===== config.mk =====
export PLATFORM = sky130hd
export DESIGN_NAME = spi_master_ctrl
export DESIGN_NICKNAME = d
export VERILOG_FILES = /design/src/rtl/spi_master_ctrl.sv
export SDC_FILE = /design/constraint.sdc
export NUM_CORES = 1
export LEC_CHECK = 0
export BUFFER_PORTS_ARGS = -buffer_cell sky130_fd_sc_hd__buf_2
export CAP_MARGIN = 30
export CORE_ASPECT_RATIO = 1.1
export CORE_MARGIN = 2
export CORE_UTILIZATION = 60
export DETAILED_ROUTE_END_ITERATION = 8
export PLACE_DENSITY = 0.8
export SYNTH_ARGS = -nofsm -noshare
export SYNTH_HDL_FRONTEND = slang
export SYNTH_SLANG_ARGS = --single-unit

===== constraint.sdc =====
create_clock -name clk -period 3.6 [get_ports clk]
set_input_delay 0.36 -clock clk [delete_from_list [all_inputs] [get_ports clk]]
set_output_delay 0.36 -clock clk [all_outputs]
set_load 0.03 [all_outputs]

===== src/rtl/spi_master_ctrl.sv =====
`default_nettype none
// ============================================================================
//  Module   : spi_master_ctrl
//  Purpose  : Host-side SPI master that sequences address/data frames for RAM
//             reads and writes on the single-bit SPI slave interface.
//  Options  : SPI_CTRL_ADDR_CACHE_EN - skip address frame on cached address hit
//  Revision : 1.0  initial release
// ============================================================================
module spi_master_ctrl #(
    parameter int GAP_CYCLES = 3,
    parameter int RD_LAT     = 2
) (
    input  logic       clk,
    input  logic       rst,
    input  logic       req,
    input  logic       op,
    input  logic [7:0] addr,
    input  logic [7:0] wdata,
    output logic       ready,
    output logic       done,
    output logic [7:0] rdata,
    output logic       SS_n,
    output logic       MOSI,
    input  logic       MISO
);

    typedef enum logic [2:0] {
        S_IDLE      = 3'd0,
        S_CS_SETUP  = 3'd1,
        S_SHIFT_OUT = 3'd2,
        S_TURN      = 3'd3,
        S_SHIFT_IN  = 3'd4,
        S_GAP       = 3'd5,
        S_DONE      = 3'd6
    } state_t;

    localparam logic [3:0] C_SHIFT_LAST = 4'd9;
    localparam logic [3:0] C_SHIN_LAST  = 4'd7;
    localparam logic [3:0] C_TURN_LAST  = 4'(RD_LAT - 1);
    localparam logic [3:0] C_GAP_LAST   = 4'(GAP_CYCLES - 1);

    state_t      state_q, state_d;
    logic [3:0]  cnt_q, cnt_d;
    logic [9:0]  sh_q, sh_d;
    logic        data_frame_q, data_frame_d;
    logic        op_q, op_d;
    logic [7:0]  wdata_q, wdata_d;
    logic [7:0]  shin_q, shin_d;
    logic [7:0]  rdata_q, rdata_d;
    logic        w_hit;

`ifdef SPI_CTRL_ADDR_CACHE_EN
    logic [7:0]  addr_q, addr_d;
    logic [7:0]  wa_q, wa_d;
    logic [7:0]  ra_q, ra_d;
    logic        wa_vld_q, wa_vld_d;
    logic        ra_vld_q, ra_vld_d;

    // Slave keeps separate write and read address registers, so each is cached alone
    assign w_hit = op ? (ra_vld_q && (ra_q == addr)) : (wa_vld_q && (wa_q == addr));
`else
    assign w_hit = 1'b0;
`endif

    always_comb begin
        state_d      = state_q;
        cnt_d        = cnt_q;
        sh_d         = sh_q;
        data_frame_d = data_frame_q;
        op_d         = op_q;
        wdata_d      = wdata_q;
        shin_d       = shin_q;
        rdata_d      = rdata_q;
`ifdef SPI_CTRL_ADDR_CACHE_EN
        addr_d       = addr_q;
        wa_d         = wa_q;
        ra_d         = ra_q;
        wa_vld_d     = wa_vld_q;
        ra_vld_d     = ra_vld_q;
`endif
        case (state_q)
            S_IDLE: begin
                if (req) begin
                    op_d    = op;
                    wdata_d = wdata;
                    cnt_d   = 4'd0;
                    state_d = S_CS_SETUP;
`ifdef SPI_CTRL_ADDR_CACHE_EN
                    addr_d  = addr;
`endif
                    if (w_hit) begin
                        data_frame_d = 1'b1;
                        sh_d         = {op, 1'b1, (op ? 8'h00 : wdata)};
                    end else begin
                        data_frame_d = 1'b0;
                        sh_d         = {op, 1'b0, addr};
                    end
                end
            end
            S_CS_SETUP: begin
                cnt_d   = 4'd0;
                state_d = S_SHIFT_OUT;
            end
            S_SHIFT_OUT: begin
                sh_d  = {sh_q[8:0], 1'b0};
                cnt_d = cnt_q + 4'd1;
                if (cnt_q == C_SHIFT_LAST) begin
                    cnt_d   = 4'd0;
                    state_d = (data_frame_q && op_q) ? S_TURN : S_GAP;
`ifdef SPI_CTRL_ADDR_CACHE_EN
                    if (!data_frame_q) begin
                        if (op_q) begin
                            ra_d     = addr_q;
                            ra_vld_d = 1'b1;
                        end else begin
                            wa_d     = addr_q;
                            wa_vld_d = 1'b1;
                        end
                    end
`endif
                end
            end
            S_TURN: begin
                cnt_d = cnt_q + 4'd1;
                if (cnt_q == C_TURN_LAST) begin
                    cnt_d   = 4'd0;
                    state_d = S_SHIFT_IN;
                end
            end
            S_SHIFT_IN: begin
                shin_d = {shin_q[6:0], MISO};
                cnt_d  = cnt_q + 4'd1;
                if (cnt_q == C_SHIN_LAST) begin
                    cnt_d   = 4'd0;
                    state_d = S_GAP;
                end
            end
            S_GAP: begin
                cnt_d = cnt_q + 4'd1;
                if (cnt_q == C_GAP_LAST) begin
                    cnt_d = 4'd0;
                    if (data_frame_q) begin
                        state_d = S_DONE;
                        if (op_q) begin
                            rdata_d = shin_q;
                        end
                    end else begin
                        state_d      = S_CS_SETUP;
                        data_frame_d = 1'b1;
                        sh_d         = {op_q, 1'b1, (op_q ? 8'h00 : wdata_q)};
                    end
                end
            end
            S_DONE: begin
                state_d = S_IDLE;
            end
            default: begin
                state_d = S_IDLE;
            end
        endcase
    end

    always_ff @(posedge clk or posedge rst) begin
        if (rst) begin
            state_q      <= S_IDLE;
            cnt_q        <= 4'd0;
            sh_q         <= 10'd0;
            data_frame_q <= 1'b0;
            op_q         <= 1'b0;
            wdata_q      <= 8'h00;
            shin_q       <= 8'h00;
            rdata_q      <= 8'h00;
`ifdef SPI_CTRL_ADDR_CACHE_EN
            addr_q       <= 8'h00;
            wa_q         <= 8'h00;
            ra_q         <= 8'h00;
            wa_vld_q     <= 1'b0;
            ra_vld_q     <= 1'b0;
`endif
        end else begin
            state_q      <= state_d;
            cnt_q        <= cnt_d;
            sh_q         <= sh_d;
            data_frame_q <= data_frame_d;
            op_q         <= op_d;
            wdata_q      <= wdata_d;
            shin_q       <= shin_d;
            rdata_q      <= rdata_d;
`ifdef SPI_CTRL_ADDR_CACHE_EN
            addr_q       <= addr_d;
            wa_q         <= wa_d;
            ra_q         <= ra_d;
            wa_vld_q     <= wa_vld_d;
            ra_vld_q     <= ra_vld_d;
`endif
        end
    end

    // Outputs decode directly from state so reset forces them without waiting for a clock
    assign ready = (state_q == S_IDLE);
    assign done  = (state_q == S_DONE);
    assign rdata = rdata_q;
    assign SS_n  = !((state_q == S_CS_SETUP) || (state_q == S_SHIFT_OUT) ||
                     (state_q == S_TURN)     || (state_q == S_SHIFT_IN));
    assign MOSI  = (state_q == S_SHIFT_OUT) && sh_q[9];

endmodule
`default_nettype wire


==> results.yml <==
timing:
  hold_violations: 0
  worst_slack_ps: 1119
  rsz0062_at_grt: "no"
  min_period_ps: 2481
  hold_ws_ps: 210.2
  fin_skew_ps: 5.504
  fmax_ghz: 0.4030
  maxSlewHeadroom_pct: 43.52
  worstMarginPinSlew_ps: 847.2
  fin_tns_setup_ps: 0
  drv_slew: 0
  period_share_pct: 68.93
  setup_viol: 0
power:
  ir_drop_v: 0.0004499
  p_seq_share_pct: 42.8
  powerDensity_nw_per_um2: 810.6
  clock_power_share_pct: 15.0
  switching_share_pct: 41.36
  intPower_mw: 1.189
  pwr-share-comb_pct: 42.2
  switchingPower_mw: 0.8386
  power_leakage_nw: 1.169
cells_and_area:
  fillers: 292
  nets: 273
  diodes: 0
  drive_gt1_share_pct: 27.20
  area_growth_pct: 11.12
grt:
  grt_pass1_wl_mm: 7.320
  grt_overflow_total: 0
  grt.total_usage_pct: 22.25
  grt_start_max_net_pins: 32
  grt_pass1_vias: 1649
  antenna_found_initial: 0
drt:
  drt-initial-drc-count: 86
  vias: 1724
  antenna_left: 0
  via_per_inst: 5.747
  first_pass_iters: 4
  drc: 0
  wl_per_cell_um: 14.73
  finalWirelength_mm: 4.418
clock_network:
  post-cts-setup-buffers: 0
  cts_resized: 0
  clk_path_buf_depth: 2
  cts.sinks: 43
  cts-htree-levels: 2
  cts-root-buf: "clkbuf_8"
  hold_buffers: 0
  clk_pin_slew_ps: 80
  cts_tree: "yes"
  cts_made_buffers: 5
  insertion_delay_ps: 300
synthesis:
  synth.most_common_cell: "dfrtp_1"
  syn-num-nets: 245
  synth_edf_count: 0
  synth-seq-area-share_pct: 47.80
  syn_area_per_cell_um2: 10.19
  synth_area_um2: 2251
  synth-main-ff-cell: "dfrtp_1"
  synthDistinctLibCells: 45
  synth_commonest_cells: "43 x dfrtp_1, 32 x nand2_1, 19 x mux2_2, 17 x nor2_1"
  yosysTopAreaCellShare_pct: 47.80
  yosys_warnings: 0
  synth_top_area_cell: "dfrtp_1"
  netlist_instances: 221
  ys_ff_latch: 43
  async_reset_ff_share_pct: 100.0
  synthTopCellsByArea: "dfrtp_1 48%, mux2_2 9.5%, nand2_1 5.3%, nor2_1 2.8%, a21boi_0 2.3%"
die:
  die_w_um: 62.40
  core_area_um2: 3626
  io_pins: 33
  start_util_pct: 62.08
  rows: 23
  die_area_um2: 4258
  die_y_um: 68.24
run:
  cap_violations: 0
place:
  gp_congestion: 0.8243
  dp_slack_ps: 1190
  post-dp-hpwl_mm: 3.069
  io_buffers: 32
outcome:
  status: "complete, no violations"
worst_setup_path:
  crit_arrival_ps: 2120
  rrSetupSlack_ps: 1170
  r2r_cells: 5
  start_kind: "flip-flop"
  cp_max_fo: 31
  cp_data_required_time_ps: 3240
  worstReg2RegEnd: "sh_q[9]"
  endpoint_kind: "primary output"
  rr_startpoint: "cnt_q[0]"
  crit_type: "reg2out"
hold_path:
  hold_class: "in2async"
layer usage:
layer	global-route usage [%]	wire [um]	up-vias
met2	39.92	2188	49
met5	0	0	-
met4	8.611	35	0
met3	5.921	227	4
li1	-	-	838
met1	25.96	1967	833
area by class of cell:
cell class | instances | area (um^2) | share of cell area, %
repair buffers | 34 | 175.2 | 7.003
clock inverters | 3 | 20.02 | 0.8004
inverters | 4 | 15.01 | 0.6003
well taps | 50 | 62.56 | 2.501
clock buffers | 5 | 68.82 | 2.751
flip-flops and latches | 43 | 1076 | 43.02
multi-input cells | 161 | 1084 | 43.32
worst max-delay path by stage:
stage	cells after the start	to	from	slack, ps
6_report	4	MOSI	state_q[0]	1120
4_1_cts	4	MOSI	state_q[0]	1100
2_1_floorplan	5	op_q	state_q[1]	1460
5_1_grt	4	MOSI	state_q[0]	980
3_5_place_dp	5	sh_q[9]	cnt_q[0]	1190
3_3_place_gp	5	sh_q[9]	cnt_q[0]	1250
through the flow:
stage	std cells	cell area (um^2)	total power [mW]	util, %
4_1_cts	300	2501	2.033	68.98
2_1_floorplan	221	2251	1.563	-
5_1_grt	300	2501	2.183	68.98
3_3_place_gp	292	2412	1.701	66.53
3_5_place_dp	292	2412	1.727	66.53
6_report	300	2501	2.027	68.98
flip-flops by register name (all words and copies together) (netlist names):
| register | flops |
|---|---|
| cnt_q | 4 |
| data_frame_q | 1 |
| op_q | 1 |
| rdata | 8 |
| sh_q | 10 |
| shin_q | 8 |
| state_q | 3 |
| wdata_q | 8 |
power groups by stage:
stage / Sequential [mW] / Combinational, mW / Clock [mW]
final: 0.868 / 0.855 / 0.305
after detailed placement: 0.874 / 0.853 / 0
after global routing: 0.899 / 0.949 / 0.334
after global placement: 0.871 / 0.831 / 0
after CTS: 0.865 / 0.857 / 0.312
after floorplan: 0.748 / 0.815 / 0
placed cells by master, fill, tap and decap left out, drive strengths merged, types with 2 or more instances in the layout:
master and n:
a211o 2, a21boi 7, a21oi 10, a2bb2oi 6, a31oi 6, and2 4
buf 34, clkbuf 5, clkinvlp 2, dfrtp 43, ha 3, inv 4
mux2 19, nand2 32, nand2b 6, nand3 4, nor2 17, nor2b 3
nor3 6, nor3b 4, nor4b 2, o21ai 4, o22ai 8, or3b 2
worst max-delay path: stages (launching register included):
cell and delay (ps):
dfrtp_1 700, or3b_2 710, inv_1 100, and2_1 120
buf_2 190
cell families after synthesis:
kind of cell / after synthesis / synth area share [%]
mux: 20 / 9.950
fa+ha+maj: 3 / 1.668
flops: 43 / 47.80
xor+xnor: 2 / 0.7784
compound gates: 51 / 16.57
buf+inv: 17 / 4.057
simple gates: 85 / 19.18
Note: power is estimated with default switching activity, not from simulation.
